<file path="config.mk">
export PLATFORM = sky130hd
export DESIGN_NAME = uart_rx
export DESIGN_NICKNAME = d
export VERILOG_FILES = /design/src/rtl/uart_rx.sv
export SDC_FILE = /design/constraint.sdc
export NUM_CORES = 1
export LEC_CHECK = 0
export CELL_PAD_IN_SITES_DETAIL_PLACEMENT = 0
export CELL_PAD_IN_SITES_GLOBAL_PLACEMENT = 1
export CORE_MARGIN = 2
export CORE_UTILIZATION = 40
export CTS_CLUSTER_SIZE = 14
export DETAILED_ROUTE_END_ITERATION = 16
export PLACE_DENSITY_LB_ADDON = 0.1
export REMOVE_ABC_BUFFERS = 1
export SYNTH_ARGS = -nofsm -noshare
export SYNTH_HDL_FRONTEND = slang
export SYNTH_SLANG_ARGS = --single-unit
</file>
<file path="constraint.sdc">
create_clock -name clk -period 2.8 [get_ports clk]
set_input_delay 0.84 -clock clk [delete_from_list [all_inputs] [get_ports clk]]
set_output_delay 0.84 -clock clk [all_outputs]
set_load 0.02 [all_outputs]
</file>
<file path="src/rtl/uart_rx.sv">
// Purpose: 8N1 UART receiver. It oversamples serialInput on clkEn ticks and hands each byte to a valid/ready consumer.
// Latency: 2 clk of synchronizer delay. dataValid/frameError/overrun register on the clk edge after the stop-bit sampling tick.
// Backpressure: a byte is held while dataValid && !dataReady. A good frame arriving into a full holding register is dropped and overrun pulses.
//
// Ports:
//   clk, rstN               clock, async active-low reset
//   clkEn                   oversample tick (OVERSAMPLE x baud, one clk wide)
//   serialInput             raw serial line, idle high
//   dataReady               consumer accepts outputData when high with dataValid
//   outputData, dataValid   received byte and its valid flag
//   busy                    frame in progress (FSM not idle)
//   frameError, overrun     one-cycle error pulses
module uart_rx #(
    parameter int OVERSAMPLE = 16
) (
    input  logic       clk,
    input  logic       rstN,
    input  logic       clkEn,
    input  logic       serialInput,
    input  logic       dataReady,
    output logic [7:0] outputData,
    output logic       dataValid,
    output logic       busy,
    output logic       frameError,
    output logic       overrun
);

    localparam int CW = $clog2(OVERSAMPLE);
    localparam logic [CW-1:0] CNT_MID  = CW'(OVERSAMPLE / 2 - 1);
    localparam logic [CW-1:0] CNT_LAST = CW'(OVERSAMPLE - 1);

    typedef enum logic [2:0] {
        ST_IDLE,
        ST_START,
        ST_DATA,
        ST_STOP,
        ST_BREAK
    } state_t;

    state_t        state_q, state_d;
    logic          sync1_q, sync2_q;
    logic [CW-1:0] cnt_q, cnt_d;
    logic [2:0]    idx_q, idx_d;
    logic [7:0]    shift_q, shift_d;
    logic [7:0]    data_q, data_d;
    logic          vld_q, vld_d;
    logic          busy_q, busy_d;
    logic          fe_q, fe_d;
    logic          ovr_q, ovr_d;
    logic          rx_s;

    assign rx_s = sync2_q;

    always_ff @(posedge clk or negedge rstN) begin
        if (!rstN) begin
            sync1_q <= 1'b1;
            sync2_q <= 1'b1;
            state_q <= ST_IDLE;
            cnt_q   <= '0;
            idx_q   <= '0;
            shift_q <= '0;
            data_q  <= '0;
            vld_q   <= 1'b0;
            busy_q  <= 1'b0;
            fe_q    <= 1'b0;
            ovr_q   <= 1'b0;
        end else begin
            sync1_q <= serialInput;
            sync2_q <= sync1_q;
            state_q <= state_d;
            cnt_q   <= cnt_d;
            idx_q   <= idx_d;
            shift_q <= shift_d;
            data_q  <= data_d;
            vld_q   <= vld_d;
            busy_q  <= busy_d;
            fe_q    <= fe_d;
            ovr_q   <= ovr_d;
        end
    end

    always_comb begin
        state_d = state_q;
        cnt_d   = cnt_q;
        idx_d   = idx_q;
        shift_d = shift_q;
        data_d  = data_q;
        vld_d   = vld_q;
        fe_d    = 1'b0;
        ovr_d   = 1'b0;

        // The consumer handshake runs every clk, independent of clkEn.
        if (vld_q && dataReady) begin
            vld_d = 1'b0;
        end

        case (state_q)
            ST_IDLE: begin
                if (clkEn && !rx_s) begin
                    state_d = ST_START;
                    cnt_d   = '0;
                end
            end
            ST_START: begin
                if (clkEn) begin
                    if (cnt_q == CNT_MID) begin
                        cnt_d = '0;
                        if (!rx_s) begin
                            state_d = ST_DATA;
                            idx_d   = '0;
                        end else begin
                            // The line went high again at mid start bit, so this was a glitch.
                            state_d = ST_IDLE;
                        end
                    end else begin
                        cnt_d = cnt_q + 1'b1;
                    end
                end
            end
            ST_DATA: begin
                if (clkEn) begin
                    if (cnt_q == CNT_LAST) begin
                        cnt_d          = '0;
                        shift_d[idx_q] = rx_s;
                        if (idx_q == 3'd7) begin
                            state_d = ST_STOP;
                        end else begin
                            idx_d = idx_q + 3'd1;
                        end
                    end else begin
                        cnt_d = cnt_q + 1'b1;
                    end
                end
            end
            ST_STOP: begin
                if (clkEn) begin
                    if (cnt_q == CNT_LAST) begin
                        cnt_d = '0;
                        if (rx_s) begin
                            state_d = ST_IDLE;
                            // The holding register is free if it is empty or is being consumed this cycle.
                            if (!vld_q || dataReady) begin
                                data_d = shift_q;
                                vld_d  = 1'b1;
                            end else begin
                                ovr_d = 1'b1;
                            end
                        end else begin
                            fe_d    = 1'b1;
                            state_d = ST_BREAK;
                        end
                    end else begin
                        cnt_d = cnt_q + 1'b1;
                    end
                end
            end
            ST_BREAK: begin
                // Wait for the line to return high, so a held-low line cannot retrigger a start.
                if (rx_s) begin
                    state_d = ST_IDLE;
                    cnt_d   = '0;
                end
            end
            default: begin
                state_d = ST_IDLE;
                cnt_d   = '0;
            end
        endcase

        busy_d = (state_d != ST_IDLE);
    end

    assign outputData = data_q;
    assign dataValid  = vld_q;
    assign busy       = busy_q;
    assign frameError = fe_q;
    assign overrun    = ovr_q;

endmodule

</file>
==> impl_metrics.yaml <==
critical_path:
  startpoint_type: "input port"
  worst_setup_ep_type: "flip-flop"
  register_to_register_setup_slack_ns: 0.83
  cp.arrival_ns: 2.51
  critical_path_peak_fanout: 8
  type_of_the_worst_setup_path: "input port to flip-flop"
  timing.critical_path.required_ns: 2.96
timing:
  fmaxAchievable_mhz: 425.6
  final_critical_path_setup_slack_ns: 0.4501
  timing_hold_violations_final: 0
  timing.max_slew.rel_slack: 0.5578
  period_share: 0.8392
  fin_worst_skew_ns: 0.005005
  max_slew.worst_pin.slew_ns: 0.6612
  setup_tns_ns: 0
  final-setup-viol-count: 0
  drv_slew: 0
  final_period_minus_worst_setup_slack_ns: 2.350
  rsz0062_at_grt: "false"
yosys:
  synth.cells.most_frequent: "30 x dfrtp_1, 17 x mux2_2, 12 x nand2_1"
  post_synth_num_cell_types: 38
  synth.yosys.warnings: 0
  synth_area_mm2: 0.001526
  syn_area_per_cell_um2: 11.74
  synth_enable_flop_cells: 0
  synth_largest_area_cell: "dfrtp_1"
  yosysMostFrequentCell: "dfrtp_1"
  yosys.area.top_type_share: 0.4918
  dominantRegCellSynth: "dfrtp_1"
  synth_seq_cells: 32
  synth_async_sr_flop_share: 1.000
  netlist_top_cells_area: "dfrtp_1 49%, mux2_2 13%, dfstp_2 3.4%, o21ai_0 3.0%, nand2_1 3.0%"
  postSynthCellCount: 130
  synth.yosys.seq_area_share: 0.5262
clock_network:
  clock_latency_ns: 0.28
  tritoncts_clock_tree: "built"
  tritoncts_num_sinks: 32
  h-tree-depth: 2
  worst_setup_hold_path_clk_slew_ns: 0.06
  cts_hold_buffers: 0
  cts_setup_buffers: 0
  cts_made_buffers: 5
  post_cts_resized: 0
  ctsRootBufferMaster: "clkbuf_8"
  max-clock-path-buffers: 2
floorplan:
  design.portCount: 17
  die-area_mm2: 0.004326
  die_h_um: 65.78
  start_util: 0.4170
  rows: 22
  die_width_um: 65.78
  design.core.area_mm2: 0.003661
min_path:
  min_path_type: "flip-flop to flip-flop"
grt:
  globalRouteOverflowTotal: 0
  antenna_found_initial: 0
  grt_max_degree: 21
  grtUsageTotal: 0.1528
  grt_first_pass_wirelength_mm: 4.905
  grt_pass1_vias: 1038
placement:
  placement.io_buffers: 16
  detailedPlacementHpwl_mm: 2.029
  placement.cell_area_mm2: 0.001755
  post-place-ws_ns: 0.1628
  routabilityCongestion: 0.7584
detailed_routing:
  drtPass1Iterations: 4
  route.final.wire_length_mm: 2.843
  ant_nets: 0
  post-route-drc-count: 0
  routed_wire_length_per_instance_um: 13.94
  detailroute.via_count: 1055
  violation_count_after_the_first_detailed_route_iteration: 23
  post_drt_via_cell_ratio: 5.172
flow_run:
  max_cap_viol_count: 0
layout:
  drive_above_1_share: 0.2500
  total_inserted_antenna_cells: 0
  postLayoutCellArea_mm2: 0.001863
  number_of_nets_in_the_layout: 163
  area_growth_pct: 22.05
status:
  outcome: "finished, final reports clean"
pwr:
  p_leak_nw: 0.8381
  power.ir.vdd_worst_v: 0.0003521
  power.density_cell_area_mw_per_mm2: 659.2
[worst max-delay path, stage by stage]
cell and delay, ns:
clkdlybuf4s50_1 0.49, nand4_1 0.14, or2_4 0.31, nor3b_4 0.18, buf_4 0.20, mux2_2 0.35
[worst paths after layout]
| path | start | cells past startpoint | endpoint |
|---|---|---|---|
| min | sync1_q | 0 | rx_s |
| min in group asynchronous | rstN | 1 | state_q[2] |
| min reg2reg | sync1_q | 0 | rx_s |
| max | clkEn | 6 | outputData[7] |
| max in group asynchronous | rstN | 2 | idx_q[1] |
| max reg2reg | cnt_q[0] | 6 | outputData[7] |
[final cells by class]
class / count / area [µm²]
sequential: 32 / 803.3
tap: 48 / 60.06
fill: 348 / 1798
clock buffer: 6 / 72.57
timing repair buffer: 23 / 225.2
clock inverter: 2 / 35.03
multi-input combinational: 88 / 648.1
inverter: 5 / 18.77
[cell usage in the layout, fill, tap and decap left out, types with 2 or more instances in the layout]
cell type,count
o21ai_0,9
and3_1,2
nor4_1,3
mux2_2,17
buf_4,6
nor2b_1,2
dfrtp_1,30
nor3b_1,2
a22o_1,2
ha_1,3
clkdlybuf4s50_1,16
or3b_2,2
a311oi_1,2
nor2_1,6
inv_1,5
clkbuf_8,5
dfstp_2,2
nand4_1,2
a22oi_1,2
nand3_1,4
nand2_1,12
a31oi_1,2
[stage by stage]
stage	hold slack [ns]	utilization	cells	power (mW)
after detailed placement	0.3473	0.4795	196	0.8128
final	0.3554	0.5089	204	1.228
after floorplan	0.3452	-	125	0.7309
after global placement	0.3471	0.4795	196	0.8040
after global routing	0.3583	0.5089	204	1.309
after CTS	0.3563	0.5089	204	1.246
[report_power, final]
group | switching (mW) | internal, mW
Sequential | 0.0792 | 0.509
Combinational | 0.112 | 0.103
Clock | 0.160 | 0.264
Total | 0.352 | 0.877
[registers in the layout, indices dropped and copies added (netlist names)]
| name | flops |
|---|---|
| outputData | 8 |
| cnt_q | 4 |
| overrun | 1 |
| sync1_q | 1 |
| dataValid | 1 |
| state_q | 3 |
| shift_q | 8 |
| frameError | 1 |
| rx_s | 1 |
| busy | 1 |
| idx_q | 3 |
[cells by family after synthesis]
family / after synthesis / synth area share
compound gates: 22 / 0.09590
xor+xnor: 2 / 0.01148
fa+ha+maj: 3 / 0.02459
buf+inv: 10 / 0.04918
flops: 32 / 0.5262
mux: 17 / 0.1254
simple gates: 44 / 0.1672
[per-layer routing]
| metal | global-route usage | share of wire |
|---|---|---|
| met5 | 0 | 0 |
| met4 | 0.07813 | 0.019 |
| met3 | 0.03748 | 0.037 |
| met2 | 0.2172 | 0.45 |
| met1 | 0.2144 | 0.49 |
Power figures use the tool's default switching activity.
